==> src/rtl/uart_pkg.sv <==
// uart_pkg: shared definitions for the UART register interface.
//   - Register addresses on the 2-bit request bus (DATA, STATUS, CTRL, SCRATCH).
//   - Bit positions of the STATUS and CTRL registers.
//   - Baud-rate select encoding driven to the baud generator.
//   - CTRL reset value and a helper that packs the CTRL read image.
package uart_pkg;

  localparam logic [1:0] ADDR_DATA    = 2'd0;
  localparam logic [1:0] ADDR_STATUS  = 2'd1;
  localparam logic [1:0] ADDR_CTRL    = 2'd2;
  localparam logic [1:0] ADDR_SCRATCH = 2'd3;

  localparam int ST_TX_FULL  = 0;
  localparam int ST_TX_EMPTY = 1;
  localparam int ST_RX_FULL  = 2;
  localparam int ST_RX_EMPTY = 3;
  localparam int ST_TX_BUSY  = 4;
  localparam int ST_RXOVF    = 5;
  localparam int ST_TXOVF    = 6;
  localparam int ST_CNT_LSB  = 8;
  localparam int ST_CNT_CLR  = 15;

  localparam int CTRL_TX_EN    = 0;
  localparam int CTRL_RX_EN    = 1;
  localparam int CTRL_BAUD_LSB = 2;
  localparam int CTRL_IRQ_RX   = 4;
  localparam int CTRL_IRQ_TX   = 5;
  localparam int CTRL_IRQ_ERR  = 6;

  typedef enum logic [1:0] {
    BAUD_9600   = 2'd0,
    BAUD_19200  = 2'd1,
    BAUD_57600  = 2'd2,
    BAUD_115200 = 2'd3
  } baud_sel_e;

  localparam logic [15:0] CTRL_RST = 16'h0003;

  // Builds the 16-bit CTRL read image; unimplemented bits read 0.
  function automatic logic [15:0] ctrl_pack(logic tx_en, logic rx_en,
                                            baud_sel_e baud, logic [2:0] irq_en);
    logic [15:0] v;
    v = '0;
    v[CTRL_TX_EN]               = tx_en;
    v[CTRL_RX_EN]               = rx_en;
    v[CTRL_BAUD_LSB +: 2]       = baud;
    v[CTRL_IRQ_RX]              = irq_en[0];
    v[CTRL_IRQ_TX]              = irq_en[1];
    v[CTRL_IRQ_ERR]             = irq_en[2];
    return v;
  endfunction

endpackage

==> src/rtl/uart_csr_if.sv <==
// uart_csr_if: 16-bit register request bus for the UART CSR block.
//   req_i   : one transfer per cycle, never stalled
//   we_i    : 1 = write, 0 = read
//   addr_i  : 2-bit register address
//   wdata_i : write data
//   rdata_o : registered read data (valid one cycle after a read request)
//   rvalid_o: read data valid pulse
// Signal suffixes are from the CSR block's point of view (slave modport).
interface uart_csr_if;
  logic        req_i;
  logic        we_i;
  logic [1:0]  addr_i;
  logic [15:0] wdata_i;
  logic [15:0] rdata_o;
  logic        rvalid_o;

  modport master (output req_i, we_i, addr_i, wdata_i,
                  input  rdata_o, rvalid_o);
  modport slave  (input  req_i, we_i, addr_i, wdata_i,
                  output rdata_o, rvalid_o);
endinterface

==> src/rtl/uart_sat_cnt.sv <==
// uart_sat_cnt: saturating up-counter with synchronous clear.
//   clk_i, rst_i : clock, synchronous active-high reset
//   inc_i        : increment request (ignored once the counter is at all-ones)
//   clr_i        : clear request; clear together with increment yields 1
//   cnt_o        : current count
module uart_sat_cnt #(
  parameter int Width = 8
) (
  input  logic             clk_i,
  input  logic             rst_i,
  input  logic             inc_i,
  input  logic             clr_i,
  output logic [Width-1:0] cnt_o
);

  logic [Width-1:0] cnt_q, cnt_d;

  always_comb begin
    cnt_d = cnt_q;
    if (clr_i) begin
      // The event coinciding with the clear is still counted.
      cnt_d = inc_i ? Width'(1) : '0;
    end else if (inc_i && (cnt_q != {Width{1'b1}})) begin
      cnt_d = cnt_q + 1'b1;
    end
  end

  always_ff @(posedge clk_i) begin
    if (rst_i) cnt_q <= '0;
    else       cnt_q <= cnt_d;
  end

  assign cnt_o = cnt_q;

endmodule

==> src/rtl/uart_csr.sv <==
// uart_csr: UART register-interface controller.
// Decodes the request bus into TX FIFO pushes, RX FIFO pops, control
// configuration and status/error reporting.
//   clk_i, rst_i          : clock, synchronous active-high reset
//   bus                   : request bus (uart_csr_if.slave)
//   tx_wr_en_o/_data_o    : TX FIFO push (combinational, request cycle)
//   tx_full_i, tx_empty_i : TX FIFO flags;  tx_busy_i : transmitter busy
//   rx_rd_en_o            : RX FIFO pop (combinational, request cycle)
//   rx_rd_data_i          : RX FIFO head (first-word fall-through)
//   rx_full_i, rx_empty_i : RX FIFO flags;  rx_push_i : receiver write strobe
//   tx_en_o, rx_en_o      : enables;  baud_sel_o : baud select
//   irq_o                 : registered level interrupt
// Build option: define UART_CSR_IRQ_EN to implement the interrupt enables
// CTRL[6:4] and irq_o; otherwise those bits read 0 and irq_o is tied low.
module uart_csr
  import uart_pkg::*;
#(
  parameter int DataWidth = 8,
  parameter int CntWidth  = 8
) (
  input  logic                 clk_i,
  input  logic                 rst_i,
  uart_csr_if.slave            bus,
  output logic                 tx_wr_en_o,
  output logic [DataWidth-1:0] tx_wr_data_o,
  input  logic                 tx_full_i,
  input  logic                 tx_empty_i,
  input  logic                 tx_busy_i,
  output logic                 rx_rd_en_o,
  input  logic [DataWidth-1:0] rx_rd_data_i,
  input  logic                 rx_full_i,
  input  logic                 rx_empty_i,
  input  logic                 rx_push_i,
  output logic                 tx_en_o,
  output logic                 rx_en_o,
  output logic [1:0]           baud_sel_o,
  output logic                 irq_o
);

  logic          tx_en_q, tx_en_d, rx_en_q, rx_en_d;
  baud_sel_e     baud_q, baud_d;
  logic          txovf_q, txovf_d, rxovf_q, rxovf_d;
  logic [15:0]   scratch_q, scratch_d, rdata_q, rdata_d;
  logic          rvalid_q;
  logic [2:0]    irq_en;
  logic [CntWidth-1:0] ovr_cnt;
  logic          rd_req, wr_req, data_wr, st_wr, ctrl_wr, txovf_set, ovr_evt;
  logic [15:0]   wd, status, rd_val;

  assign wd = bus.wdata_i;

  // Reset masks the request so no strobe or response leaves the reset cycle.
  assign rd_req  = bus.req_i & ~bus.we_i & ~rst_i;
  assign wr_req  = bus.req_i &  bus.we_i & ~rst_i;
  assign data_wr = wr_req & (bus.addr_i == ADDR_DATA);
  assign st_wr   = wr_req & (bus.addr_i == ADDR_STATUS);
  assign ctrl_wr = wr_req & (bus.addr_i == ADDR_CTRL);

  assign tx_wr_en_o   = data_wr & tx_en_q & ~tx_full_i;
  assign tx_wr_data_o = tx_wr_en_o ? wd[DataWidth-1:0] : '0;
  assign rx_rd_en_o   = rd_req & (bus.addr_i == ADDR_DATA) & ~rx_empty_i;

  // A push into a full RX FIFO is lost unless a pop frees a slot this cycle.
  assign txovf_set = data_wr & tx_en_q & tx_full_i;
  assign ovr_evt   = rx_push_i & rx_full_i & ~rx_rd_en_o;

  uart_sat_cnt #(.Width(CntWidth)) u_ovr_cnt (
    .clk_i (clk_i),
    .rst_i (rst_i),
    .inc_i (ovr_evt),
    .clr_i (st_wr & wd[ST_CNT_CLR]),
    .cnt_o (ovr_cnt)
  );

  always_comb begin
    status              = '0;
    status[ST_TX_FULL]  = tx_full_i;
    status[ST_TX_EMPTY] = tx_empty_i;
    status[ST_RX_FULL]  = rx_full_i;
    status[ST_RX_EMPTY] = rx_empty_i;
    status[ST_TX_BUSY]  = tx_busy_i;
    status[ST_RXOVF]    = rxovf_q;
    status[ST_TXOVF]    = txovf_q;
    status[ST_CNT_LSB +: 8] = 8'(ovr_cnt);

    case (bus.addr_i)
      ADDR_DATA:    rd_val = rx_empty_i ? '0 : 16'(rx_rd_data_i);
      ADDR_STATUS:  rd_val = status;
      ADDR_CTRL:    rd_val = ctrl_pack(tx_en_q, rx_en_q, baud_q, irq_en);
      ADDR_SCRATCH: rd_val = scratch_q;
      default:      rd_val = '0;
    endcase

    // Sticky flags: a set in the same cycle as a clear wins.
    txovf_d = txovf_set | (txovf_q & ~(st_wr & wd[ST_TXOVF]));
    rxovf_d = ovr_evt   | (rxovf_q & ~(st_wr & wd[ST_RXOVF]));

    tx_en_d   = ctrl_wr ? wd[CTRL_TX_EN] : tx_en_q;
    rx_en_d   = ctrl_wr ? wd[CTRL_RX_EN] : rx_en_q;
    baud_d    = ctrl_wr ? baud_sel_e'(wd[CTRL_BAUD_LSB +: 2]) : baud_q;
    scratch_d = (wr_req && bus.addr_i == ADDR_SCRATCH) ? wd : scratch_q;
    rdata_d   = rd_req ? rd_val : rdata_q;
  end

  always_ff @(posedge clk_i) begin
    if (rst_i) begin
      tx_en_q   <= CTRL_RST[CTRL_TX_EN];
      rx_en_q   <= CTRL_RST[CTRL_RX_EN];
      baud_q    <= baud_sel_e'(CTRL_RST[CTRL_BAUD_LSB +: 2]);
      txovf_q   <= 1'b0;
      rxovf_q   <= 1'b0;
      scratch_q <= '0;
      rdata_q   <= '0;
      rvalid_q  <= 1'b0;
    end else begin
      tx_en_q   <= tx_en_d;
      rx_en_q   <= rx_en_d;
      baud_q    <= baud_d;
      txovf_q   <= txovf_d;
      rxovf_q   <= rxovf_d;
      scratch_q <= scratch_d;
      rdata_q   <= rdata_d;
      rvalid_q  <= rd_req;
    end
  end

`ifdef UART_CSR_IRQ_EN
  logic [2:0] irq_en_q, irq_en_d;
  logic       irq_q, irq_d;

  always_comb begin
    irq_en_d = ctrl_wr ? {wd[CTRL_IRQ_ERR], wd[CTRL_IRQ_TX], wd[CTRL_IRQ_RX]} : irq_en_q;
    irq_d    = (irq_en_q[0] & ~rx_empty_i)
             | (irq_en_q[1] &  tx_empty_i)
             | (irq_en_q[2] & (rxovf_q | txovf_q));
  end

  always_ff @(posedge clk_i) begin
    if (rst_i) begin
      irq_en_q <= {CTRL_RST[CTRL_IRQ_ERR], CTRL_RST[CTRL_IRQ_TX], CTRL_RST[CTRL_IRQ_RX]};
      irq_q    <= 1'b0;
    end else begin
      irq_en_q <= irq_en_d;
      irq_q    <= irq_d;
    end
  end

  assign irq_en = irq_en_q;
  assign irq_o  = irq_q;
`else
  assign irq_en = 3'b000;
  assign irq_o  = 1'b0;
`endif

  assign bus.rdata_o  = rdata_q;
  assign bus.rvalid_o = rvalid_q;
  assign tx_en_o      = tx_en_q;
  assign rx_en_o      = rx_en_q;
  assign baud_sel_o   = baud_q;

endmodule

==> src/flat_wrapper.sv <==
// flat-port wrapper written by rule: the top's interface ports become plain ports
module uart_csr_flat import uart_pkg::*;
#(
  parameter int DataWidth = 8,
  parameter int CntWidth  = 8
)
  (clk_i, rst_i, tx_wr_en_o, tx_wr_data_o, tx_full_i, tx_empty_i, tx_busy_i, rx_rd_en_o, rx_rd_data_i, rx_full_i, rx_empty_i, rx_push_i, tx_en_o, rx_en_o, baud_sel_o, irq_o, bus_req_i, bus_we_i, bus_addr_i, bus_wdata_i, bus_rdata_o, bus_rvalid_o);
  uart_csr_if bus_i ();
  input  logic clk_i;
  input  logic rst_i;
  output logic tx_wr_en_o;
  output logic [DataWidth-1:0] tx_wr_data_o;
  input  logic tx_full_i;
  input  logic tx_empty_i;
  input  logic tx_busy_i;
  output logic rx_rd_en_o;
  input  logic [DataWidth-1:0] rx_rd_data_i;
  input  logic rx_full_i;
  input  logic rx_empty_i;
  input  logic rx_push_i;
  output logic tx_en_o;
  output logic rx_en_o;
  output logic [1:0] baud_sel_o;
  output logic irq_o;
  input wire logic [$bits(bus_i.req_i)-1:0] bus_req_i;
  input wire logic [$bits(bus_i.we_i)-1:0] bus_we_i;
  input wire logic [$bits(bus_i.addr_i)-1:0] bus_addr_i;
  input wire logic [$bits(bus_i.wdata_i)-1:0] bus_wdata_i;
  output wire logic [$bits(bus_i.rdata_o)-1:0] bus_rdata_o;
  output wire logic [$bits(bus_i.rvalid_o)-1:0] bus_rvalid_o;
  assign bus_i.req_i = bus_req_i;
  assign bus_i.we_i = bus_we_i;
  assign bus_i.addr_i = bus_addr_i;
  assign bus_i.wdata_i = bus_wdata_i;
  assign bus_rdata_o = bus_i.rdata_o;
  assign bus_rvalid_o = bus_i.rvalid_o;
  uart_csr #(.DataWidth(DataWidth), .CntWidth(CntWidth)) u_core (.clk_i(clk_i), .rst_i(rst_i), .bus(bus_i), .tx_wr_en_o(tx_wr_en_o), .tx_wr_data_o(tx_wr_data_o), .tx_full_i(tx_full_i), .tx_empty_i(tx_empty_i), .tx_busy_i(tx_busy_i), .rx_rd_en_o(rx_rd_en_o), .rx_rd_data_i(rx_rd_data_i), .rx_full_i(rx_full_i), .rx_empty_i(rx_empty_i), .rx_push_i(rx_push_i), .tx_en_o(tx_en_o), .rx_en_o(rx_en_o), .baud_sel_o(baud_sel_o), .irq_o(irq_o));
endmodule
==> config.mk <==
export PLATFORM = sky130hd
export DESIGN_NAME = uart_csr_flat
export DESIGN_NICKNAME = d
export VERILOG_FILES = /design/src/rtl/uart_pkg.sv /design/src/rtl/uart_csr_if.sv /design/src/rtl/uart_sat_cnt.sv /design/src/rtl/uart_csr.sv /design/src/flat_wrapper.sv
export SDC_FILE = /design/constraint.sdc
export NUM_CORES = 1
export LEC_CHECK = 0
export CAP_MARGIN = 15
export CORE_MARGIN = 8
export CORE_UTILIZATION = 40
export DETAILED_ROUTE_END_ITERATION = 8
export PLACE_DENSITY = 0.75
export SLEW_MARGIN = 20
export SYNTH_ARGS = -nofsm -noshare
export SYNTH_HDL_FRONTEND = slang
export SYNTH_SLANG_ARGS = --single-unit
==> constraint.sdc <==
create_clock -name clk_i -period 3.1 [get_ports clk_i]
set_clock_uncertainty 0.15 [all_clocks]
set_input_delay 0.465 -clock clk_i [delete_from_list [all_inputs] [get_ports clk_i]]
set_output_delay 0.465 -clock clk_i [all_outputs]
set_load 0.03 [all_outputs]
# Word-level counts from Yosys, hierarchy flattened
# Index checks and enable logic that the tools add are counted.
[word_totals]
out_inout_bits = 32
register_bits = 47
word_cells = 52
[op_classes]
muxes = 6
add_sub_neg = 1
n_bitwise = 28
n_reduce_logical = 4
n_eq_ne = 4
[op_table]
columns = ["operator", "count"]
rows = [
  ["case mux 16 bit (4 select lines)", 1],
  ["two-way mux 8 bit", 4],
  ["bitwise AND 1 bit", 19],
  ["adder 8 x 1 -> 8 bit, second input constant", 1],
  ["!= test 8 bit, second input constant", 1],
  ["NOT 1 bit", 7],
  ["equality test 2 bit, second input constant", 2],
  ["equality test 2 x 1 -> 1 bit, second input constant", 1],
  ["logical AND 1 bit", 2],
  ["zero test 2 bit", 1],
  ["OR 1 bit", 2],
  ["nonzero test 2 bit", 1],
  ["two-way mux 1 bit", 1],
]

# Longest topological paths before layout
[depth]
depth_word = 10
depth_mapped = 8

# Cells and area by module
# A second synthesis with hierarchy kept.
[hier_totals]
hier_cells = 261
area_unflattened_um2 = 2332.2
[by_module_without_submodules]
columns = ["mod", "area_per_inst_um2", "seq_area_each_um2", "instances", "cells_each"]
rows = [
  ["uart_csr", 1888.1, 780.7, 1, 208],
  ["uart_sat_cnt", 444.2, 160.2, 1, 53],
]

# Worst setup path before layout
# No wires, ideal clock.
[synth_timing]
path_type = "input-to-output"
start = "input rst_i"
end = "output tx_wr_data_o[0]"
setup_slack_ps = 472
cell_stages = 5
arrival_ps = 2013
required_ps = 2485
path_cell_list = "buf_4 and4bb_1 nor4bb_1 clkbuf_1 and2_1"
[synth_via]
elab_chain_cells = 6
[synth_lines]
columns = ["item", "line_no", "source"]
rows = [
  ["start: declaration", "flat_wrapper.sv:10", "input logic rst_i;"],
  ["NOT 1 bit", "uart_csr.sv:54", "assign wr_req = bus.req_i & bus.we_i & ~rst_i;"],
  ["bitwise AND 1 bit", "uart_csr.sv:54", ""],
  ["bitwise AND 1 bit", "uart_csr.sv:55", "assign data_wr = wr_req & (bus.addr_i == ADDR_DATA);"],
  ["bitwise AND 1 bit (2 in a row)", "uart_csr.sv:59", "assign tx_wr_en_o = data_wr & tx_en_q & ~tx_full_i;"],
  ["net tx_wr_en_o", "flat_wrapper.sv:11", "output logic tx_wr_en_o;"],
  ["two-way mux 8 bit", "uart_csr.sv:60", "assign tx_wr_data_o = tx_wr_en_o ? wd[DataWidth-1:0] : '0;"],
  ["end: declaration", "flat_wrapper.sv:12", "output logic [DataWidth-1:0] tx_wr_data_o;"],
]
# The timed path passes the listed nets, and every way through them passes these cells.

# Final worst setup path
[layout_timing]
start = "input rst_i"
end = "output tx_wr_data_o[0]"
[layout_via]
elab_chain_cells = 6
[layout_lines]
columns = ["item", "line_no"]
rows = [
  ["NOT 1 bit", "uart_csr.sv:54"],
  ["bitwise AND 1 bit", "uart_csr.sv:54"],
  ["bitwise AND 1 bit", "uart_csr.sv:55"],
  ["bitwise AND 1 bit (2 in a row)", "uart_csr.sv:59"],
  ["two-way mux 8 bit", "uart_csr.sv:60"],
]
# No other way between the ends.

==> results summary <==
Setup repair after global routing left no endpoint under its margin. The number of synthesized flops with an enable pin came out at 0. The total via count in the routed design is 1,961.

The maximum fanout count along the critical path is 7. Relative to the synthesized area, the layout overhead comes to 38.3%. The worst setup path is captured at an output pin. In the final layout, the multi-input gates occupy 0.00112 mm2. Once layout is complete, the utilization of the core stands at 57.4%.

The clock latency reported for the late side of the worst-skew pair is 0.29 ns. The final global-route overflow total came out at 0. The flow ran to the end, and the final reports show no timing, DRC or antenna violations. The global-route wire length before repair is 9200 um.

The footprint of the flip-flops and latches came out at 941 um2. The analysis attributes to cell leakage a power of 1.07 nW. The initial core utilization came out at 41.5%. Cells with a size suffix above 1 make up 9.39% of the layout. Counting stages on the worst path, the most repeated cell is sky130_fd_sc_hd__buf_4. The signal on the critical path passes through clkdlybuf4s50_1 > and4bb_1 > nor4bb_1 > buf_4 > and2_1 > buf_4. The sink count of the clock tree came out at 47. At the end of routability-driven placement, the weighted congestion stood at 0.842. Max-cap violations in this run came to 0. Across all hold checks on the routed design, the worst slack comes to 0.299 ns. Synthesis handed over a netlist of 240 instances. The floorplan has 26 rows. The number of hold buffers added after cts came out at 0.

The worst register-to-register path begins at u_core.u_ovr_cnt.cnt_o[0]. The maximum clock frequency came out at 0.351 GHz. The critical path in this run is classified as primary input to output pin.

In the routed design, unresolved DRC markers number 0. The ratio of routed vias to standard cells came out at 5.17. The cell area that synthesis handed to floorplanning was 0.00213 mm2. The number of distinct library cells after synthesis is 39. The floorplan step defined a die boundary enclosing 0.00793 mm2.

The H-tree was split into 2 levels. The violation count after the first detailed-routing iteration came out at 167. The launch point of the worst hold path is u_core.bus.rdata_o[15].

The final sum of negative setup slack came out at 0 ns. The time the worst path needs with I/O delays and setup is 2.85 ns. The final layout net count came out at 345. The count of TritonRoute iterations in the first routing pass came out at 4. After detailed routing, the total wire length is 5820 um.

When the netlist entered floorplanning its net count stood at 277. The post-CTS setup buffer count is 0. TritonCTS built the clock tree. The total of cells resized after clock tree synthesis is 0. The critical path starts at rst_i. The average instance in the mapped netlist occupies 8.89 um2. The final cycle utilization of the critical path came out at 91.9%.

The number of antenna violations at the first check in global routing came out at 0. The category of the worst setup path launch point is a primary input. The wire-length estimate of the detail-placed layout is 4420 um. The total of endpoints with negative setup slack in the final report came out at 0. The total of flip-flops plus latches after synthesis came out at 47. The async set or reset register ratio after synthesis came out at 0%. The maximum VDD drop is 234 uV. The delay of the slowest cell on the worst path came out at 0.51 ns. The total CTS buffers is 5.

The number of slew-limit violations in the final report came out at 0. The slowest cell on the critical path is sky130_fd_sc_hd__clkdlybuf4s50_1. The most used flip-flop cell after synthesis is sky130_fd_sc_hd__dfxtp_1. The quantity of I/O buffers inserted on ports is 66. The hold violation count in the final report came out at 0. For this run, the number of Yosys warnings is 0. The number of buffers between clock root and the deepest sink is 2.

The data arrival at the endpoint of the critical path is 2.23 ns. The count of filler cells inserted in the layout came out at 493. The overall track demand over capacity in global routing is 14.7%. The routed length per placed instance is 15.4 um. At the pin with the least slew margin, the transition time is 0.599 ns. Clock-pin slew was measured on the worst setup and hold paths at 0.08 ns.

The root buffer cell is sky130_fd_sc_hd__clkbuf_8. The worst max-slew margin expressed relative to the limit is 59.9%. The number of nets with antenna violations after routing is 0. 0 antenna diodes ended up in the layout.

The region available for standard cell placement spans 0.00514 mm2. The via count of the first global-routing pass came out at 1,883. The die extent in y came out at 89.1 um.

The path class of the tightest hold or removal check is flop to flop. The post-synthesis sequential area ratio is 44.1%. In this run the count of I/O pins placed on the die edge is 68.

Measured along the x axis, the die boundary spans 89.1 um. The required time of the critical path is 2.48 ns. The maximum number of pins on one net before global-route repair came out at 28.

The power density relative to cell area is 385 mW/mm2.
## routing by layer
layer / track usage, % / wire length, um / up-vias / part of all wire (%)
met4: 5.74 / 57 / 0 / 0.98
met2: 24.2 / 2740 / 48 / 47
met1: 18.3 / 2710 / 906 / 47
met5: 0 / 0 / - / 0
met3: 3.03 / 311 / 5 / 5.3
li1: - / - / 1002 / -
## state kept, by name, summed over array words and instances, names as in the netlist, 2 cells and up
name,flops
u_core.scratch_q,16
u_core.baud_sel_o,2
u_core.bus.rdata_o,16
u_core.u_ovr_cnt.cnt_o,8
## synth_stat cells (4+ instances only)
| cell | instances | area share, % |
|---|---|---|
| sky130_fd_sc_hd__nand3_1 | 9 | 2.1 |
| sky130_fd_sc_hd__clkbuf_1 | 8 | 1.4 |
| sky130_fd_sc_hd__and2_1 | 10 | 2.9 |
| sky130_fd_sc_hd__nand2_1 | 30 | 5.3 |
| sky130_fd_sc_hd__o21ai_1 | 13 | 3.0 |
| sky130_fd_sc_hd__dfxtp_1 | 47 | 44 |
| sky130_fd_sc_hd__o21ai_0 | 7 | 1.6 |
| sky130_fd_sc_hd__a21oi_1 | 16 | 3.8 |
| sky130_fd_sc_hd__a221oi_1 | 4 | 1.6 |
| sky130_fd_sc_hd__mux2i_1 | 28 | 13 |
| sky130_fd_sc_hd__or4_1 | 5 | 1.8 |
| sky130_fd_sc_hd__nor2_1 | 19 | 3.3 |
## placed cells by master, fill, tap and decap left out, types with 2 or more instances in the layout
cell,instances
sky130_fd_sc_hd__clkdlybuf4s50_1,56
sky130_fd_sc_hd__nor2_1,19
sky130_fd_sc_hd__a31o_1,2
sky130_fd_sc_hd__a31oi_1,3
sky130_fd_sc_hd__nand3_1,9
sky130_fd_sc_hd__o31ai_1,3
sky130_fd_sc_hd__dfxtp_1,47
sky130_fd_sc_hd__nor2b_1,2
sky130_fd_sc_hd__mux2_1,2
sky130_fd_sc_hd__inv_2,2
sky130_fd_sc_hd__a211oi_1,3
sky130_fd_sc_hd__o41ai_1,3
sky130_fd_sc_hd__a221oi_1,4
sky130_fd_sc_hd__clkbuf_1,2
sky130_fd_sc_hd__clkbuf_8,5
sky130_fd_sc_hd__mux2i_1,28
sky130_fd_sc_hd__and2_1,10
sky130_fd_sc_hd__nand2b_1,2
sky130_fd_sc_hd__nand4_1,2
sky130_fd_sc_hd__o21ai_0,7
sky130_fd_sc_hd__a21oi_1,16
sky130_fd_sc_hd__o21ai_1,13
sky130_fd_sc_hd__or4_1,5
sky130_fd_sc_hd__buf_4,17
sky130_fd_sc_hd__nand2_1,30
## path summary, 6_finish.rpt
path	to	slack, ns	cells past startpoint
max	tx_wr_data_o[0]	0.25	6
min	u_core.bus.rdata_o[15]	0.30	2
max reg2reg	u_core.u_ovr_cnt.cnt_o[5]	1.22	5
min reg2reg	u_core.bus.rdata_o[15]	0.30	2
## critical path: cells and delay by family
| kind | cells | cell delay [ns] |
|---|---|---|
| and+or+nand+nor | 3 | 0.88 |
| buffers and inverters | 3 | 0.89 |
## stage by stage
step	cells	worst slack, ns	total power [mW]	area, um2
after floorplan	240	0.472	0.714	2130
after global placement	371	0.362	0.798	2870
after detailed placement	371	0.300	0.800	2870
after CTS	379	0.270	1.15	2950
after global routing	379	0.135	1.19	2950
final	379	0.251	1.14	2950
## cell families (layout without fill, tap and decap cells)
family / after synthesis / count (layout) / share of synthesized area, %
mux: 30 / 30 / 14.2
other cells: 1 / 1 / 0.176
buf+inv: 17 / 86 / 3.63
flops: 47 / 47 / 44.1
simple gates: 85 / 85 / 20.3
fa+ha+maj: 1 / 1 / 0.586
compound gates: 59 / 59 / 17.1
## where the power goes
group / internal [mW] / switching [mW]
sequential: 0.615 / 0.00747
combinational: 0.0815 / 0.0817
clock: 0.158 / 0.192
total: 0.855 / 0.282
## cell type report
class	instances	area share [%]
Sequential cell	47	31.9
Multi-Input combinational cell	176	37.8
Inverter	4	0.593
Tap cell	70	2.97
Clock inverter	1	0.170
Timing Repair Buffer	74	24.0
Clock buffer	7	2.59
Power figures use the tool's default switching activity.
